<file path="src/rtl/mem_arbiter_pkg.sv">
// -----------------------------------------------------------------------------
// mem_arbiter_pkg
// Shared types and constants for the risc16p shared-memory arbiter:
//   - state_t       : arbiter FSM states (IDLE, I_WAIT, D_WAIT)
//   - LED_ADDR0/1   : byte addresses of the LED MMIO window
//   - starve_cnt_w  : width of the fetch-starvation counter for a given limit
// -----------------------------------------------------------------------------
package mem_arbiter_pkg;

  typedef enum logic [1:0] {
    IDLE   = 2'd0,
    I_WAIT = 2'd1,
    D_WAIT = 2'd2
  } state_t;

  localparam logic [15:0] LED_ADDR0 = 16'h0200;
  localparam logic [15:0] LED_ADDR1 = 16'h0202;

  // Enough bits to hold 0..max_val inclusive, never narrower than one bit.
  function automatic int starve_cnt_w(input int max_val);
    if (max_val < 1) begin
      return 1;
    end
    return $clog2(max_val + 1);
  endfunction

endpackage

</file>
<file path="src/rtl/mem_arbiter_if.sv">
// -----------------------------------------------------------------------------
// mem_arbiter_if
// Bundles the instruction-fetch port, data port and memory-macro port of the
// shared-memory arbiter.
//   I port : i_req, i_addr (to arbiter); i_ack, i_rdata (from arbiter)
//   D port : d_req, d_we, d_addr, d_wdata (to arbiter); d_ack, d_rdata
//   M port : m_en, m_we, m_addr, m_wdata (from arbiter); m_rdata (to arbiter)
// Modports:
//   slave  - the arbiter itself
//   master - the environment (core buses plus the memory macro)
// -----------------------------------------------------------------------------
interface mem_arbiter_if #(
  parameter int ADDR_W = 16,
  parameter int DATA_W = 16
);

  logic              i_req;
  logic [ADDR_W-1:0] i_addr;
  logic              i_ack;
  logic [DATA_W-1:0] i_rdata;

  logic              d_req;
  logic              d_we;
  logic [ADDR_W-1:0] d_addr;
  logic [DATA_W-1:0] d_wdata;
  logic              d_ack;
  logic [DATA_W-1:0] d_rdata;

  logic              m_en;
  logic              m_we;
  logic [ADDR_W-2:0] m_addr;
  logic [DATA_W-1:0] m_wdata;
  logic [DATA_W-1:0] m_rdata;

  modport slave (
    input  i_req, i_addr,
    output i_ack, i_rdata,
    input  d_req, d_we, d_addr, d_wdata,
    output d_ack, d_rdata,
    output m_en, m_we, m_addr, m_wdata,
    input  m_rdata
  );

  modport master (
    output i_req, i_addr,
    input  i_ack, i_rdata,
    output d_req, d_we, d_addr, d_wdata,
    input  d_ack, d_rdata,
    input  m_en, m_we, m_addr, m_wdata,
    output m_rdata
  );

endinterface

</file>
<file path="src/rtl/mem_arbiter_mmio.sv">
// -----------------------------------------------------------------------------
// mem_arbiter_mmio
// LED register bank for the data port's MMIO window.
//   LED_ADDR0 : write sets {led_1, led_0} = wdata[15:0]; read returns same
//   LED_ADDR1 : write sets led_2 = wdata[7:0]; read returns {8'h00, led_2}
// Ports:
//   clk, rst   clock / asynchronous active-low reset
//   i_sel      D access is being issued this cycle
//   i_we       1 = write, 0 = read
//   i_addr     D byte address (bit 0 ignored)
//   i_wdata    D write data
//   o_hit      combinational: i_addr falls in the LED window
//   o_rdata    read data captured at the issue edge, valid in the ack cycle
//   o_led      {led_2, led_1, led_0}
// Only instantiated when MEM_ARBITER_MMIO_EN is defined.
// -----------------------------------------------------------------------------
module mem_arbiter_mmio
  import mem_arbiter_pkg::*;
#(
  parameter int ADDR_W = 16,
  parameter int DATA_W = 16
) (
  input  logic              clk,
  input  logic              rst,
  input  logic              i_sel,
  input  logic              i_we,
  input  logic [ADDR_W-1:0] i_addr,
  input  logic [DATA_W-1:0] i_wdata,
  output logic              o_hit,
  output logic [DATA_W-1:0] o_rdata,
  output logic [23:0]       o_led
);

  localparam logic [ADDR_W-1:0] A0 = ADDR_W'(LED_ADDR0);
  localparam logic [ADDR_W-1:0] A1 = ADDR_W'(LED_ADDR1);

  logic [ADDR_W-1:0] w_word_addr;
  logic              w_hit0;
  logic              w_hit1;
  logic              w_unused_ok;

  logic [7:0]        r_led0;
  logic [7:0]        r_led1;
  logic [7:0]        r_led2;
  logic [DATA_W-1:0] r_rdata;

  // Accesses are whole words, so the byte-select bit takes no part in decode.
  assign w_word_addr = {i_addr[ADDR_W-1:1], 1'b0};
  assign w_unused_ok = i_addr[0];
  assign w_hit0      = (w_word_addr == A0);
  assign w_hit1      = (w_word_addr == A1);
  assign o_hit       = w_hit0 | w_hit1;

  always_ff @(posedge clk or negedge rst) begin
    if (!rst) begin
      r_led0  <= 8'h00;
      r_led1  <= 8'h00;
      r_led2  <= 8'h00;
      r_rdata <= '0;
    end else if (i_sel && o_hit) begin
      if (i_we) begin
        if (w_hit0) begin
          r_led0 <= i_wdata[7:0];
          r_led1 <= i_wdata[15:8];
        end else begin
          r_led2 <= i_wdata[7:0];
        end
      end else begin
        // Captured at the issue edge so it lines up with the memory's
        // one-cycle read latency in the ack cycle.
        r_rdata <= w_hit0 ? DATA_W'({r_led1, r_led0}) : DATA_W'({8'h00, r_led2});
      end
    end
  end

  assign o_rdata = r_rdata;
  assign o_led   = {r_led2, r_led1, r_led0};

endmodule

</file>
<file path="src/rtl/mem_arbiter.sv">
// -----------------------------------------------------------------------------
// mem_arbiter
// Lets the risc16p instruction-fetch (I) and data (D) ports share one
// synchronous single-port memory. One access is issued per two cycles: the
// grant is decided combinationally in IDLE and drives the memory strobe in
// that same cycle, then the following cycle (I_WAIT / D_WAIT) pulses the ack
// with the memory's read data. D has priority unless I has been passed over
// STARVE_MAX times in a row while requesting.
// Ports:
//   clk   rising-edge clock
//   rst   asynchronous active-low reset
//   bus   mem_arbiter_if.slave (I port, D port, memory port)
//   led   {led_2, led_1, led_0}
// Parameters: ADDR_W / DATA_W must match the connected interface; STARVE_MAX
// is the number of consecutive D grants tolerated while I waits.
// Optional feature macro: MEM_ARBITER_MMIO_EN (LED MMIO window on the D port).
// -----------------------------------------------------------------------------
module mem_arbiter
  import mem_arbiter_pkg::*;
#(
  parameter int ADDR_W     = 16,
  parameter int DATA_W     = 16,
  parameter int STARVE_MAX = 4
) (
  input  logic         clk,
  input  logic         rst,
  mem_arbiter_if.slave bus,
  output logic [23:0]  led
);

  localparam int             SCW        = starve_cnt_w(STARVE_MAX);
  localparam logic [SCW-1:0] STARVE_LIM = SCW'(STARVE_MAX);

  state_t            r_state;
  state_t            w_state_next;
  logic [SCW-1:0]    r_starve;
  logic [SCW-1:0]    w_starve_next;
  logic              r_d_mmio;

  logic              w_starved;
  logic              w_grant_i;
  logic              w_grant_d;
  logic              w_d_mmio;
  logic [DATA_W-1:0] w_mmio_rdata;
  logic              w_unused_ok;

  // Byte-select bits are dropped on the way to the word-addressed memory.
  assign w_unused_ok = bus.i_addr[0] ^ bus.d_addr[0];

  // ---------------------------------------------------------------------------
  // Grant decision (meaningful only in IDLE)
  // ---------------------------------------------------------------------------
  assign w_starved = (r_starve == STARVE_LIM);
  assign w_grant_i = (r_state == IDLE) && bus.i_req && (!bus.d_req || w_starved);
  assign w_grant_d = (r_state == IDLE) && bus.d_req && !w_grant_i;

  // ---------------------------------------------------------------------------
  // Optional LED MMIO window
  // ---------------------------------------------------------------------------
`ifdef MEM_ARBITER_MMIO_EN
  mem_arbiter_mmio #(
    .ADDR_W (ADDR_W),
    .DATA_W (DATA_W)
  ) u_mmio (
    .clk     (clk),
    .rst     (rst),
    .i_sel   (w_grant_d),
    .i_we    (bus.d_we),
    .i_addr  (bus.d_addr),
    .i_wdata (bus.d_wdata),
    .o_hit   (w_d_mmio),
    .o_rdata (w_mmio_rdata),
    .o_led   (led)
  );
`else
  assign w_d_mmio     = 1'b0;
  assign w_mmio_rdata = '0;
  assign led          = 24'h0;
`endif

  // ---------------------------------------------------------------------------
  // FSM: state register
  // ---------------------------------------------------------------------------
  always_ff @(posedge clk or negedge rst) begin
    if (!rst) begin
      r_state <= IDLE;
    end else begin
      r_state <= w_state_next;
    end
  end

  // ---------------------------------------------------------------------------
  // FSM: next-state logic
  // ---------------------------------------------------------------------------
  always_comb begin
    w_state_next = r_state;
    case (r_state)
      IDLE: begin
        if (w_grant_i) begin
          w_state_next = I_WAIT;
        end else if (w_grant_d) begin
          w_state_next = D_WAIT;
        end
      end
      I_WAIT:  w_state_next = IDLE;
      D_WAIT:  w_state_next = IDLE;
      default: w_state_next = IDLE;
    endcase
  end

  // ---------------------------------------------------------------------------
  // FSM: outputs
  // ---------------------------------------------------------------------------
  always_comb begin
    bus.i_ack   = 1'b0;
    bus.i_rdata = '0;
    bus.d_ack   = 1'b0;
    bus.d_rdata = '0;
    bus.m_en    = 1'b0;
    bus.m_we    = 1'b0;
    bus.m_addr  = '0;
    bus.m_wdata = '0;
    case (r_state)
      IDLE: begin
        if (w_grant_i) begin
          bus.m_en   = 1'b1;
          bus.m_addr = bus.i_addr[ADDR_W-1:1];
        end else if (w_grant_d && !w_d_mmio) begin
          bus.m_en    = 1'b1;
          bus.m_we    = bus.d_we;
          bus.m_addr  = bus.d_addr[ADDR_W-1:1];
          bus.m_wdata = bus.d_wdata;
        end
      end
      I_WAIT: begin
        bus.i_ack   = 1'b1;
        bus.i_rdata = bus.m_rdata;
      end
      D_WAIT: begin
        bus.d_ack   = 1'b1;
        bus.d_rdata = r_d_mmio ? w_mmio_rdata : bus.m_rdata;
      end
      default: ;
    endcase
    // The grant path is combinational from the requests, so the memory port
    // must be explicitly silenced while reset is held.
    if (!rst) begin
      bus.m_en    = 1'b0;
      bus.m_we    = 1'b0;
      bus.m_addr  = '0;
      bus.m_wdata = '0;
    end
  end

  // ---------------------------------------------------------------------------
  // Remember whether the in-flight D access targets MMIO, for the read mux
  // ---------------------------------------------------------------------------
  always_ff @(posedge clk or negedge rst) begin
    if (!rst) begin
      r_d_mmio <= 1'b0;
    end else if (w_grant_d) begin
      r_d_mmio <= w_d_mmio;
    end
  end

  // ---------------------------------------------------------------------------
  // Fetch-starvation counter: counts D grants that pass over a waiting fetch
  // ---------------------------------------------------------------------------
  always_comb begin
    w_starve_next = r_starve;
    if (!bus.i_req || w_grant_i) begin
      w_starve_next = '0;
    end else if (w_grant_d && !w_starved) begin
      w_starve_next = r_starve + 1'b1;
    end
  end

  always_ff @(posedge clk or negedge rst) begin
    if (!rst) begin
      r_starve <= '0;
    end else begin
      r_starve <= w_starve_next;
    end
  end

endmodule
</file>
<file path="src/flat_wrapper.sv">
// flat-port wrapper written by rule: the top's interface ports become plain ports
module mem_arbiter_flat import mem_arbiter_pkg::*;
#(
  parameter int ADDR_W     = 16,
  parameter int DATA_W     = 16,
  parameter int STARVE_MAX = 4
)
  (clk, rst, led, bus_i_req, bus_i_addr, bus_i_ack, bus_i_rdata, bus_d_req, bus_d_we, bus_d_addr, bus_d_wdata, bus_d_ack, bus_d_rdata, bus_m_en, bus_m_we, bus_m_addr, bus_m_wdata, bus_m_rdata);
  mem_arbiter_if #(.ADDR_W(ADDR_W), .DATA_W(DATA_W)) bus_i ();
  input  logic clk;
  input  logic rst;
  output logic [23:0] led;
  input wire logic [$bits(bus_i.i_req)-1:0] bus_i_req;
  input wire logic [$bits(bus_i.i_addr)-1:0] bus_i_addr;
  output wire logic [$bits(bus_i.i_ack)-1:0] bus_i_ack;
  output wire logic [$bits(bus_i.i_rdata)-1:0] bus_i_rdata;
  input wire logic [$bits(bus_i.d_req)-1:0] bus_d_req;
  input wire logic [$bits(bus_i.d_we)-1:0] bus_d_we;
  input wire logic [$bits(bus_i.d_addr)-1:0] bus_d_addr;
  input wire logic [$bits(bus_i.d_wdata)-1:0] bus_d_wdata;
  output wire logic [$bits(bus_i.d_ack)-1:0] bus_d_ack;
  output wire logic [$bits(bus_i.d_rdata)-1:0] bus_d_rdata;
  output wire logic [$bits(bus_i.m_en)-1:0] bus_m_en;
  output wire logic [$bits(bus_i.m_we)-1:0] bus_m_we;
  output wire logic [$bits(bus_i.m_addr)-1:0] bus_m_addr;
  output wire logic [$bits(bus_i.m_wdata)-1:0] bus_m_wdata;
  input wire logic [$bits(bus_i.m_rdata)-1:0] bus_m_rdata;
  assign bus_i.i_req = bus_i_req;
  assign bus_i.i_addr = bus_i_addr;
  assign bus_i_ack = bus_i.i_ack;
  assign bus_i_rdata = bus_i.i_rdata;
  assign bus_i.d_req = bus_d_req;
  assign bus_i.d_we = bus_d_we;
  assign bus_i.d_addr = bus_d_addr;
  assign bus_i.d_wdata = bus_d_wdata;
  assign bus_d_ack = bus_i.d_ack;
  assign bus_d_rdata = bus_i.d_rdata;
  assign bus_m_en = bus_i.m_en;
  assign bus_m_we = bus_i.m_we;
  assign bus_m_addr = bus_i.m_addr;
  assign bus_m_wdata = bus_i.m_wdata;
  assign bus_i.m_rdata = bus_m_rdata;
  mem_arbiter #(.ADDR_W(ADDR_W), .DATA_W(DATA_W), .STARVE_MAX(STARVE_MAX)) u_core (.clk(clk), .rst(rst), .bus(bus_i), .led(led));
endmodule
</file>
<file path="config.mk">
export PLATFORM = sky130hd
export DESIGN_NAME = mem_arbiter_flat
export DESIGN_NICKNAME = d
export VERILOG_FILES = /design/src/rtl/mem_arbiter_pkg.sv /design/src/rtl/mem_arbiter_if.sv /design/src/rtl/mem_arbiter_mmio.sv /design/src/rtl/mem_arbiter.sv /design/src/flat_wrapper.sv
export SDC_FILE = /design/constraint.sdc
export NUM_CORES = 1
export LEC_CHECK = 0
export BUFFER_PORTS_ARGS = -buffer_cell sky130_fd_sc_hd__buf_2
export CELL_PAD_IN_SITES_DETAIL_PLACEMENT = 0
export CELL_PAD_IN_SITES_GLOBAL_PLACEMENT = 1
export CORE_MARGIN = 1.5
export CORE_UTILIZATION = 18
export DETAILED_ROUTE_END_ITERATION = 12
export HOLD_SLACK_MARGIN = 0.03
export PLACE_DENSITY_LB_ADDON = 0.1
export SYNTH_ARGS = -nofsm -noshare
export SYNTH_HDL_FRONTEND = slang
export SYNTH_HIERARCHICAL = 1
export SYNTH_SLANG_ARGS = --single-unit
</file>
<file path="constraint.sdc">
create_clock -name clk -period 3.3 [get_ports clk]
set_clock_uncertainty 0.15 [all_clocks]
set_input_delay 0.165 -clock clk [delete_from_list [all_inputs] [get_ports clk]]
set_output_delay 0.165 -clock clk [all_outputs]
set_load 0.01 [all_outputs]
</file>
Yosys cells after proc, flatten, opt, wreduce, memory -nomap -nowiden
Cells that the tools add are included.
{"block": "totals", "input_bits": 69, "regBits": 5, "elab_cells": 45, "out_inout_bits": 91}
{"block": "op_classes", "n_reduce_logical": 13, "n_mux": 25, "eq_ne": 4, "add_sub_neg": 1}
{"cell": "16-bit 2-to-1 mux", "n": 6}
{"cell": "15-bit 2-to-1 mux", "n": 4}
{"cell": "1-bit 2-to-1 mux", "n": 10}
{"cell": "2-bit 2-to-1 mux", "n": 3}
{"cell": "3-bit 2-to-1 mux", "n": 2}
{"cell": "1-bit logical AND", "n": 5}
{"cell": "1-bit zero test", "n": 4}
{"cell": "3-bit by 1-bit adder with 3-bit output (second input constant)", "n": 1}
{"cell": "3-bit equality test (second input constant)", "n": 1}
{"cell": "3-bit by 1-bit inequality test with 1-bit output (second input constant)", "n": 1}
{"cell": "2-bit by 1-bit equality test with 1-bit output (second input constant)", "n": 1}
{"cell": "2-bit equality test (second input constant)", "n": 1}
{"cell": "2-bit zero test", "n": 1}
{"cell": "1-bit logical OR", "n": 2}
{"cell": "2-bit nonzero test", "n": 1}

Longest topological paths before layout
{"block": "logic_depth", "depth_word": 9, "ltp_mapped": 7, "mapped_depth_nobuf": 5}

Worst setup path before layout
Ideal clock, no wire load.
{"block": "synth_timing", "path_type": "reg2out", "from": "reg u_core.r_starve[0]", "to": "out bus_m_addr[5]", "n_path_buf": 2, "setup_slack_ns": 1.479, "t_arrival_ns": 1.506, "stages_incl_launch_ff": 8, "path_cell_list": "dfrtp_1 inv_1 ha_1 a21bo_2 clkbuf_1 buf_2 nand3_1 a21oi_1"}
{"block": "synth_via", "elab_chain_len": 9}
{"element": "from (decl)", "line": "mem_arbiter.sv:36", "text": "logic [SCW-1:0] r_starve;"}
{"element": "from (signal assigned)", "line": "mem_arbiter.sv:182", "text": "r_starve <= w_starve_next;"}
{"element": "3-bit equality test (*)", "line": "mem_arbiter.sv:53", "text": "assign w_starved = (r_starve == STARVE_LIM);"}
{"element": "1-bit logical OR (*)", "line": "mem_arbiter.sv:54", "text": "assign w_grant_i = (r_state == IDLE) && bus.i_req && (!bus.d_req || w_starved);"}
{"element": "1-bit logical AND (*)", "line": "mem_arbiter.sv:54"}
{"element": "1-bit zero test", "line": "mem_arbiter.sv:55", "text": "assign w_grant_d = (r_state == IDLE) && bus.d_req && !w_grant_i;"}
{"element": "1-bit logical AND", "line": "mem_arbiter.sv:55"}
{"element": "15-bit 2-to-1 mux", "line": "mem_arbiter.sv:128", "text": "end else if (w_grant_d && !w_d_mmio) begin"}
{"element": "15-bit 2-to-1 mux (*)", "line": "mem_arbiter.sv:125", "text": "if (w_grant_i) begin"}
{"element": "15-bit 2-to-1 mux (*)", "line": "mem_arbiter.sv:123", "text": "case (r_state)"}
{"element": "15-bit 2-to-1 mux (*)", "line": "mem_arbiter.sv:147", "text": "if (!rst) begin"}
{"element": "to (decl)", "line": "flat_wrapper.sv:25", "text": "output wire logic [$bits(bus_i.m_addr)-1:0] bus_m_addr;"}
Every way passes the cells marked *; elsewhere a longest branch is shown, timed or not.

Worst setup path in the final report
{"block": "layout_timing", "from": "in rst", "to": "out bus_m_wdata[3]"}
{"block": "layout_via", "elab_chain_len": 1}
{"element": "from (decl)", "line": "flat_wrapper.sv:11", "text": "input logic rst;"}
{"element": "16-bit 2-to-1 mux", "line": "mem_arbiter.sv:147"}
{"element": "to (decl)", "line": "flat_wrapper.sv:26", "text": "output wire logic [$bits(bus_i.m_wdata)-1:0] bus_m_wdata;"}
Every way passes these cells.

==> summary.txt <==
Setup path
  – Slowest cell on the critical path: or3b_1
  – WP data required: 2.98 ns
  – CP dominant cell by count: buf_2
  – Worst-path fanout max: 17
  – CP Capture Type: primary output
  – CP Class: input pin to primary output
  – Cells along the critical path: dlygate4sd3_1 -> buf_2 -> or3b_1 -> nor3_4 -> and2_1 -> buf_2
  – Largest stage delay, worst path: between 0.6 and 0.7 ns
  – Critical Path AT: about 2.3 ns
  – Startpoint type of the worst setup path: input pin

Pwr
  – Peak VDD IR: 0.0000739 V
  – LEAKAGE: 1.07 nW
  – Switching share of power: 37.4%
  – Combinational fraction of design power: 50.4%
  – Clock Power Share: 31.1%
  – Pint: 0.000231 W
  – Pwr/cell area: 211 nW/um^2
  – Reg power frac: 18.6%
  – Switching power: 0.000138 W

STA
  – Final hold violations: 0
  – Final Max Tran Viols: 0
  – Final Critical Period: 2.66 ns
  – Crit share post-route: between 80% and 90%
  – Setup violators final: 0
  – Worst-Margin Slew: 0.822 ns
  – F_max: 0.376 GHz
  – Post-route setup TNS: 0 ns
  – RSZ-0062 raised after global routing: no
  – Max-slew headroom: 45.1%

Detailed routing
  – Vias per cell: 4.07
  – Drt initial violations: 20
  – WL final: 3790 um
  – Routed Antenna Nets: 0
  – Vias: about 1500
  – Drt wl/cell: 10.4 um
  – DR pass1 iterations: 4
  – Drt drc: 0

Yosys
  – Seq cells post-synth: 5
  – Synth top area share: 28.0%
  – Area leader, netlist: and2_1
  – Cells after synthesis: around 170
  – Mapped Avg Cell Area: 6.63 um^2
  – Synth cell types: 26
  – Register area share after synthesis: 11.4%
  – Mapped Area: 1090 um^2
  – Ranking of synthesized cells by area: and2_1 (28%), buf_4 (16%), nand3_1 (14%)
  – Synth warn: 6

Job
  – Max Cap Viol: 0

Global routing
  – Gr usage total: about a tenth
  – Pin count of the biggest net entering global routing: 23
  – Gr ovfl total: 0
  – Antenna violations before repair: 0
  – Vias in the first global route: 1220
  – Global-route wire length before repair: 5380 um

Die
  – # rows: 28
  – Die ar.: 6550 um^2
  – IO Count: 160
  – Core ar.: 5890 um^2
  – Initial Util: between 15 and 20%
  – Die height: 80.9 um
  – Die width: 80.9 um

Clock tree
  – H-tree lvl count: 1
  – Clock buffer depth: 2
  – Postcts setup bufs: 0
  – Post-cts sizing count: 0
  – Clock sink count: 5
  – Clk Latency, worst-skew pair: 0.22 ns
  – Clock Tree Root: clkbuf_8
  – CTS buffer count: 3
  – CTS tree: yes
  – Worst-path clk slew: around 0.040 ns
  – Hold_buf cts: 1

Placement
  – DP HPWL: 3070 um
  – PortBufs: roughly 130
  – GPL Wtd Cong: approximately 0.7
  – Placed Cells: 360

Final layout
  – Nets@finish: about 360
  – Area growth syn-to-layout: 60.3%
  – Layout cell share with drive strength beyond 1: 47.6%
  – Post-Layout Cell Count: 365
  – N_diodes: 0

Min path
  – Worst Hold Class: input pin to asynchronous set/reset pin

Status
  – Outcome: complete, no violations
## placed cells by master (no fill, tap or decap)
cell           Yosys  layout
or3_1              2       2
dfrtp_1            5       5
nor3b_1            1       1
nand2_1            2       2
nor3_1             1       1
o21ai_0            1       1
clkbuf_1           8       1
a21boi_0           3       3
buf_2              1     133
ha_1               2       2
nor3_4             1       1
clkbuf_8           0       3
and2_1            49      49
nor2b_1            2       2
inv_1              4       4
or2_0              1       1
dlygate4sd3_1      0       1
a21bo_2            1       1
a21oi_1           15      15
conb_1             1      24
or3b_1             1       1
nand4b_1           1       1
nor2_1             3       3
and3_1             2       2
nand3_1           31      31
## Yosys cell counts, drive strengths merged
cell    count
nor2        3
nor3b       1
nor2b       2
ha          2
nand3      31
buf        28
clkbuf      8
conb        1
a21oi      15
and3        2
nand4b      1
or3b        1
or2         1
and2       49
a21boi      3
dfrtp       5
a21bo       1
o21ai       1
inv         4
or3         2
nor3        2
nand2       2
## power by group through the flow
stage / Sequential [W] / Combinational [W] / Clock [W]
finish: 0.0000686 / 0.000186 / 0.000115
detailed placement: 0.0000694 / 0.000187 / 0
global placement: 0.0000690 / 0.000191 / 0
global route: 0.0000696 / 0.000211 / 0.000123
floorplan: 0.0000683 / 0.000126 / 0
CTS: 0.0000687 / 0.000188 / 0.000118
## critical path, delay by kind of cell
| kind | cells | cell delay, ns |
|---|---|---|
| simple gates | 3 | 1.35 |
| buf+inv | 3 | 0.83 |
## sequential cells by signal, indices dropped and copies added, names as in the netlist
register and count:
u_core/r_starve 3, u_core/r_state 2
## metal layers
layer,global-route usage (%),up-vias,wire length (um),part of all wire (%)
met2,19.3,105,1900,50
met4,4.83,0,30,0.79
met5,0,-,0,0
met3,2.25,3,490,13
met1,11.0,636,1360,36
li1,-,743,-,-
## final timing paths
kind / to / start / slack (ns) / cells past startpoint
min in group clk: u_core/r_starve[1] / bus_i_req / 0.24 / 2
max in group asynchronous: u_core/r_starve[0] / rst / 2.71 / 2
hold reg to reg: u_core/r_starve[1] / u_core/r_starve[1] / 0.41 / 2
hold / removal: u_core/r_starve[2] / rst / 0.14 / 2
setup / recovery: bus_m_wdata[3] / rst / 0.64 / 6
setup reg to reg: u_core/r_starve[0] / u_core/r_starve[0] / 1.55 / 5
## layout make-up
cell class / count / area (um^2)
Clock buffer: 4 / 45.0
Fill cell: 681 / 4130
Inverter: 4 / 15.0
Multi-Input combinational cell: 143 / 798
Sequential cell: 5 / 125
Tap cell: 75 / 93.8
Timing Repair Buffer: 134 / 676
## per-stage QoR
step | utilization [%] | total power [W] | hold slack, ns | cell area [um^2] | setup WS, ns
after detailed placement | 28.8 | 0.000256 | -0.153 | 1700 | 1.05
final | 29.8 | 0.000369 | 0.145 | 1750 | 0.643
after floorplan | - | 0.000194 | -0.281 | 1180 | 1.48
after CTS | 29.8 | 0.000375 | 0.145 | 1750 | 0.593
after global placement | 28.8 | 0.000260 | -0.155 | 1700 | 1.02
after global routing | 29.8 | 0.000403 | 0.167 | 1750 | 0.406
## logic make-up (layout without fill, tap and decap cells)
group           after synthesis  count (layout)  synth area share [%]
flops                         5               5                  11.4
simple gates                 97              97                  52.2
fa+ha+maj                     2               2                  2.29
compound gates               20              20                  10.3
other cells                   1              24                 0.343
buf+inv                      40             142                  23.5
Power figures use the tool's default switching activity.
